===== config.mk =====
export PLATFORM = sky130hd
export DESIGN_NAME = data_mem_ctrl
export DESIGN_NICKNAME = d
export VERILOG_FILES = /design/src/rtl/dmem_pkg.sv /design/src/rtl/dmem_ram.sv /design/src/rtl/data_mem_ctrl.sv
export SDC_FILE = /design/constraint.sdc
export NUM_CORES = 2
export LEC_CHECK = 0
export CORE_ASPECT_RATIO = 1.2
export CORE_MARGIN = 3
export CORE_UTILIZATION = 40
export CTS_BUF_LIST = sky130_fd_sc_hd__clkbuf_4 sky130_fd_sc_hd__clkbuf_8 sky130_fd_sc_hd__clkbuf_16
export DETAILED_ROUTE_END_ITERATION = 8
export GPL_ROUTABILITY_DRIVEN = 0
export HOLD_SLACK_MARGIN = 0.12
export SYNTH_ARGS = -nofsm -noshare
export SYNTH_HDL_FRONTEND = slang
export SYNTH_SLANG_ARGS = --single-unit

===== constraint.sdc =====
create_clock -name CLK -period 4.9 [get_ports CLK]
set_clock_uncertainty 0.2 [all_clocks]
set_input_delay 0.98 -clock CLK [delete_from_list [all_inputs] [get_ports CLK]]
set_output_delay 0.98 -clock CLK [all_outputs]
set_load 0.01 [all_outputs]

===== src/rtl/dmem_pkg.sv =====
// Shared types and constants for the multi-cycle data memory controller.
package dmem_pkg;
  localparam int DMEM_DATA_W  = 8;
  localparam int DMEM_MAX_LAT = 15;

  typedef enum logic [1:0] {IDLE, BUSY, DONE} dmem_state_t;
endpackage


===== src/rtl/dmem_ram.sv =====
// Synchronous single-port byte RAM with a registered read port (read every cycle).
module dmem_ram
  import dmem_pkg::*;
#(
  parameter int ADDR_W = 8
) (
  input  logic                   clk,
  input  logic                   we_i,
  input  logic [ADDR_W-1:0]      addr_i,
  input  logic [DMEM_DATA_W-1:0] wdata_i,
  output logic [DMEM_DATA_W-1:0] rdata_o
);

  logic [DMEM_DATA_W-1:0] mem_q [2**ADDR_W];

  // Contents are deliberately not reset.
  always_ff @(posedge clk) begin
    if (we_i) begin
      mem_q[addr_i] <= wdata_i;
    end
    rdata_o <= mem_q[addr_i];
  end

endmodule


===== src/rtl/data_mem_ctrl.sv =====
// Multi-cycle data memory with request/done handshake and registered load data.
// Optional read/write commit counters are enabled by defining DMEM_PERF_CNT_EN.
module data_mem_ctrl
  import dmem_pkg::*;
#(
  parameter int ADDR_W  = 8,
  parameter int LATENCY = 2
) (
  input  logic                   CLK,
  input  logic                   Reset,
  input  logic                   MemReq,
  input  logic                   MemWrite,
  input  logic [ADDR_W-1:0]      Addr,
  input  logic [DMEM_DATA_W-1:0] DataIn,
  output logic [DMEM_DATA_W-1:0] DataMemOut,
  output logic                   MemBusy,
  output logic                   MemDone
`ifdef DMEM_PERF_CNT_EN
  ,
  output logic [15:0]            ReadCount,
  output logic [15:0]            WriteCount
`endif
);

  localparam int CNT_W = 4;

  if (LATENCY < 1 || LATENCY > DMEM_MAX_LAT) begin : g_lat_check
    $error("data_mem_ctrl: LATENCY must be in 1..15");
  end

  dmem_state_t            state_q, state_d;
  logic [CNT_W-1:0]       cnt_q, cnt_d;
  logic                   write_q;
  logic [ADDR_W-1:0]      addr_q;
  logic [DMEM_DATA_W-1:0] wdata_q;
  logic [DMEM_DATA_W-1:0] dout_q;
  logic                   latch_req;
  logic                   commit;
  logic                   ram_we;
  logic [ADDR_W-1:0]      ram_addr;
  logic [DMEM_DATA_W-1:0] ram_rdata;

  always_comb begin
    state_d   = state_q;
    cnt_d     = cnt_q;
    latch_req = 1'b0;
    commit    = 1'b0;
    case (state_q)
      IDLE: begin
        if (MemReq) begin
          latch_req = 1'b1;
          cnt_d     = CNT_W'(LATENCY - 1);
          state_d   = BUSY;
        end
      end
      BUSY: begin
        if (cnt_q != '0) begin
          cnt_d = cnt_q - 1'b1;
        end else begin
          commit  = 1'b1;
          state_d = DONE;
        end
      end
      DONE:    state_d = IDLE;
      default: state_d = IDLE;
    endcase
  end

  // RAM read runs every cycle; in IDLE it looks at the incoming address so the
  // registered rdata already holds the target byte on the commit edge even at LATENCY=1.
  assign ram_addr = (state_q == IDLE) ? Addr : addr_q;
  assign ram_we   = commit & write_q & ~Reset;

  dmem_ram #(.ADDR_W(ADDR_W)) u_ram (
    .clk    (CLK),
    .we_i   (ram_we),
    .addr_i (ram_addr),
    .wdata_i(wdata_q),
    .rdata_o(ram_rdata)
  );

  always_ff @(posedge CLK) begin
    if (Reset) begin
      state_q <= IDLE;
      cnt_q   <= '0;
      write_q <= 1'b0;
      addr_q  <= '0;
      wdata_q <= '0;
      dout_q  <= '0;
    end else begin
      state_q <= state_d;
      cnt_q   <= cnt_d;
      if (latch_req) begin
        write_q <= MemWrite;
        addr_q  <= Addr;
        wdata_q <= DataIn;
      end
      if (commit && !write_q) begin
        dout_q <= ram_rdata;
      end
    end
  end

  assign DataMemOut = dout_q;
  assign MemBusy    = (state_q != IDLE);
  assign MemDone    = (state_q == DONE);

`ifdef DMEM_PERF_CNT_EN
  logic [15:0] rd_cnt_q, wr_cnt_q;

  always_ff @(posedge CLK) begin
    if (Reset) begin
      rd_cnt_q <= '0;
      wr_cnt_q <= '0;
    end else if (commit) begin
      if (!write_q && rd_cnt_q != 16'hFFFF) rd_cnt_q <= rd_cnt_q + 16'd1;
      if (write_q && wr_cnt_q != 16'hFFFF)  wr_cnt_q <= wr_cnt_q + 16'd1;
    end
  end

  assign ReadCount  = rd_cnt_q;
  assign WriteCount = wr_cnt_q;
`endif

endmodule


-- Word level (Yosys, flattened, before mapping)
Memory sizes are Yosys's and may differ from the RTL's. A register that Yosys moved wholly into a read port is not among the register bits.
Index checks and enable logic that the tools add are counted.
- input port bits: 20
- memories kept: 1
- logic and storage cells: 37
- output and inout port bits: 10
- RAM bits: 2048
- bits in registers: 31
- reductions and logical operators: 8
- equal/unequal tests: 5
- multiplexer cells: 13
- add/subtract/negate cells: 1
- bitwise operators: 3
- memory list (name ; words ; width ; read ports ; clocked after memory_dff ; write ports ; RTL line ; text):
    u_ram.mem_q ; 256 ; 8 ; 1 ; 1 ; 1 ; dmem_ram.sv:14 ; logic [DMEM_DATA_W-1:0] mem_q [2**ADDR_W];
- operator list (cell ; count):
    4-bit 2-to-1 mux ; 2
    8-bit 2-to-1 mux ; 1
    4-bit one-hot mux with 2 select lines ; 1
    1-bit 2-to-1 mux ; 6
    2-bit != test (second input constant) ; 3
    2-bit 2-to-1 mux ; 2
    2-bit one-hot mux with 2 select lines ; 1
    2-bit nonzero test ; 2
    4-bit nonzero test ; 1
    4-bit by 1-bit subtractor with 4-bit output (second input constant) ; 1
    3-bit AND reduction ; 1
    1-bit bitwise AND ; 2
    2-bit by 1-bit == test with 1-bit output (second input constant) ; 1
    2-bit == test (second input constant) ; 1
    2-bit zero test ; 1
    2-bit AND reduction ; 1
    1-bit logical AND ; 1
    1-bit zero test ; 1
    1-bit inverter ; 1

-- Depth between registers and ports, before layout
- depth in word-level cells: 7
- depth in mapped cells: 12
- mapped depth without buffers: 9

-- Cells and area by module
Synthesis repeated with hierarchy kept, for this count alone.
- cell total of the unflattened synthesis: 3706
- area total of the unflattened synthesis: 79904.1 um^2
- modules (own cells, without submodules) (module ; area an instance (um^2) ; seq. area each (um^2) ; times used ; cells an instance):
    dmem_ram ; 78492.8 ; 61659.1 ; 1 ; 3547
    data_mem_ctrl ; 1411.4 ; 620.6 ; 1 ; 159

-- Worst setup path before layout
OpenSTA, ideal clock, no wires.
- path kind: register to register
- start: register wdata_q[0]
- end: memory u_ram.mem_q[0][0], data pin
- buffers on the path: 0
- slack: 0.447 ns
- arrival: 3.397 ns
- data required time: 3.844 ns
- period minus slack after synthesis: 4.453 ns
- stages on the path, launching flop included: 1
- cells stage by stage: dfxtp_1
- RTL lines (item ; RTL line ; text):
    start: declaration ; data_mem_ctrl.sv:35 ; logic [DMEM_DATA_W-1:0] wdata_q;
    start signal: assignment ; data_mem_ctrl.sv:96 ; wdata_q <= DataIn;
    end: declaration ; dmem_ram.sv:14 ;
Straight into the memory's write port.

-- Worst setup path after layout
- start: input port Addr[0]
- end: register u_ram.rdata_o[2] (read register of u_ram.mem_q)
- longest elaborated chain between the ends: 1
- RTL lines (item ; RTL line ; text):
    start: declaration ; data_mem_ctrl.sv:13 ; input logic [ADDR_W-1:0] Addr,
    8-bit 2-to-1 mux ; data_mem_ctrl.sv:71 ; assign ram_addr = (state_q == IDLE) ? Addr : addr_q;
    end: declaration ; dmem_ram.sv:11 ; output logic [DMEM_DATA_W-1:0] rdata_o
No other way between the ends.
A chain may end at the register's enable or synchronous reset.

==> impl_metrics.json <==
{
  "grt_util_all_layers_pct": 20.5,
  "finalHoldViolations": 0,
  "cap_violations": 0,
  "synth_xor_area_share_pct": 0.0228,
  "ant_nets": 0,
  "ir_drop_v": 0.000339,
  "netlist_instances": 4234,
  "antenna_found_initial": 4,
  "fmax_ghz": 0.243,
  "wl_per_cell_um": 28.7,
  "slowest_stage": "nor4_1",
  "fin_crit_sh_pct": 83.9,
  "synth_edf_count": 2048,
  "hold_depth": 2,
  "tns_ns": 0,
  "drt_iter0_drc": 5093,
  "combPwrFrac_pct": 8.8,
  "critPathLaunchType": "input port",
  "netlist_area_um2": 76800,
  "rsz0062_at_grt": "false",
  "maxSlewViolCount": 0,
  "power.switching_fraction_pct": 22.7,
  "setup_viol": 0,
  "syn2layout_area_growth_pct": 16.0,
  "worst_pin_slew_ns": 1.11,
  "grt_max_degree": 177,
  "chipHeight_um": 486,
  "cts_root_buf": "clkbuf_16",
  "crit_chain": "clkdlybuf4s50_1 > or4b_1 > o21ai_4 > buf_12 > buf_12 > buf_12 > buf_12 > a221oi_1 > o22ai_1 > nor4_1 > a21oi_1 > a2111o_1",
  "cts_tree": "done",
  "num_rows": 175,
  "fin_crit_ns": 4.11,
  "clockBufferDepth": 3,
  "num_io_pins": 30,
  "synthArstFlopShare_pct": 0,
  "port_buffers": 29,
  "crit_top_cell": "buf_12",
  "p_total_w": 0.0384,
  "critical_path_class": "in -> reg",
  "cts_made_buffers": 190,
  "routed_via_density": 6.02,
  "slew-limit-headroom_pct": 25.9,
  "drc_errors": 0,
  "initial_utilization_pct": 40.4,
  "cp.depth": 12,
  "overflow": 0,
  "switchingPower_w": 0.00872,
  "final_common_cell": "edfxtp_1",
  "rr_worst_depth": 11,
  "syn_area_per_cell_um2": 18.1,
  "synth-simple-area-share_pct": 2.67,
  "htree_levels": 4,
  "crit_buf_inv": 5,
  "first_global_vias": 42900,
  "dp.cells": 6837,
  "outcome": "finished clean",
  "grt_pass1_wl_um": 298000,
  "yosysSeqAreaShare_pct": 81.1,
  "cp_top_family": "compound AO/OA/AOI/OAI gates",
  "dp_hpwl_um": 125000,
  "crit_fanout": 37,
  "fin_nets": 4572,
  "p_leak_nw": 27.6,
  "syn_nets": 4255,
  "die_x_um": 406,
  "p_int_w": 0.0297,
  "muxShareOfSynthArea_pct": 0.104,
  "firstDrtPassIters": 5,
  "routed_wl_um": 207000,
  "fp.dieArea_um2": 197000,
  "core_area_um2": 190000,
  "synth_top_family_by_area": "compound AO/OA/AOI/OAI gates",
  "synth_cell_types": 46,
  "yosys_warnings": 0,
  "ys_ff_latch": 2087,
  "synth_compound_area_share_pct": 14.3,
  "clkPwrFrac_pct": 39.3,
  "drive_gt1_share_pct": 15.9,
  "synth-adder-area-share_pct": 0.0163,
  "hold_buffers": 0,
  "endpoint_kind": "flip-flop",
  "clock_latency_ns": 0.83,
  "cts.reportedPaths.clkPinSlew_ns": 0.06,
  "cts_setup_buffers": 0,
  "critPathRequiredTime_ns": 5.41,
  "synth_ff_type": "edfxtp_1",
  "critPathArrivalTime_ns": 4.62,
  "max_stage_delay_ns": 0.65,
  "ctsResizeCount": 0,
  "seq_power_share_pct": 51.9,
  "fin_cells": 7193,
  "final_cell_mix": "2048 x edfxtp_1, 512 x a22o_1, 512 x a221oi_1, 358 x buf_4, 268 x nor2_1",
  "power.density_nw_per_um2": 431,
  "clock_sinks": 2087,
  "vias": 43300,
  "hold_class": "reg -> reg"
}
==> stage by stage <==
| stage | hold WS [ns] | area, um^2 | worst slack, ns | util, % |
|---|---|---|---|---|
| CTS | 0.301 | 89100 | 0.834 | 46.8 |
| finish | 0.303 | 89100 | 0.790 | 46.8 |
| detailed placement | 0.287 | 82700 | 0.0223 | 43.5 |
| global placement | 0.282 | 82700 | 0.0733 | 43.5 |
| floorplan | 0.240 | 76800 | 0.447 | - |
| global route | 0.320 | 89100 | 0.557 | 46.8 |
==> synth_stat cells, types with 4 or more instances <==
cell type,count,area share (%)
nand2_1,100,0.49
a22o_1,512,5.8
mux2i_1,8,0.10
a2111o_1,8,0.12
a221oi_1,512,5.8
nor2_1,268,1.3
clkbuf_1,170,0.83
a21oi_1,34,0.22
dfxtp_1,39,1.0
edfxtp_1,2048,80
o22ai_1,256,2.1
buf_4,7,0.068
a21boi_1,6,0.059
nand3_1,5,0.033
buf_2,99,0.65
and3_1,4,0.033
buf_1,39,0.19
nand3b_1,10,0.098
nor4_1,65,0.53
==> flip-flops by register name, summed over array words and instances (netlist names) <==
signal,cells
wdata_q,8
u_ram.mem_q,2048
u_ram.rdata_o,8
write_q,1
DataMemOut,8
addr_q,8
state_q,2
cnt_q,4
==> logic make-up (layout without fill, tap and decap cells) <==
family,count (synthesis),in the layout
buffers and inverters,320,798
DFF,2087,2087
and+or+nand+nor,470,470
adders and majority gates,1,1
AOI/OAI and AO/OA,1346,1346
other,0,3
muxes,8,8
xor gates and xnor gates,2,2
==> worst reg2reg max path: cells and delay by family, from the launching register on <==
family | cells | cell delay [ns]
compound gates | 5 | 1.48
flops | 1 | 0.57
buf+inv | 3 | 0.68
simple gates | 3 | 1.05
==> path summary, 6_finish.rpt <==
check                             start                          to  slack [ns]
min reg2reg  DataMemOut[3]$_SDFFE_PP0P_  DataMemOut[3]$_SDFFE_PP0P_        0.30
max reg2reg     state_q[1]$_SDFFE_PP0P_    u_ram.rdata_o[6]$_DFF_P_        0.79
min          DataMemOut[3]$_SDFFE_PP0P_  DataMemOut[3]$_SDFFE_PP0P_        0.30
max                             Addr[0]    u_ram.rdata_o[2]$_DFF_P_        0.79
==> metal layers <==
layer | share of wire, % | vias to the layer above | track usage (%)
met5 | 0.0048 | - | 0
met4 | 4.1 | 2 | 8.12
met3 | 7.1 | 371 | 3.14
met2 | 49 | 1920 | 34.3
met1 | 39 | 22300 | 27.0
li1 | - | 18700 | -
==> final cells by class <==
cell class	instances	area [um^2]
Multi-Input combinational cell	1827	13200
Fill cell	15900	101000
Antenna cell	3	7.51
Inverter	4	15.0
Timing Repair Buffer	441	4060
Tap cell	2478	3100
Clock inverter	109	1160
Clock buffer	244	5240
Sequential cell	2087	62300
==> power groups by stage <==
stage / Clock, W / Combinational, W / Sequential, W
detailed placement: 0 / 0.00336 / 0.0203
global route: 0.0160 / 0.00356 / 0.0199
floorplan: 0 / 0.00175 / 0.0204
CTS: 0.0153 / 0.00338 / 0.0199
finish: 0.0151 / 0.00337 / 0.0199
global placement: 0 / 0.00334 / 0.0203
(Power assumes the default switching activity.)
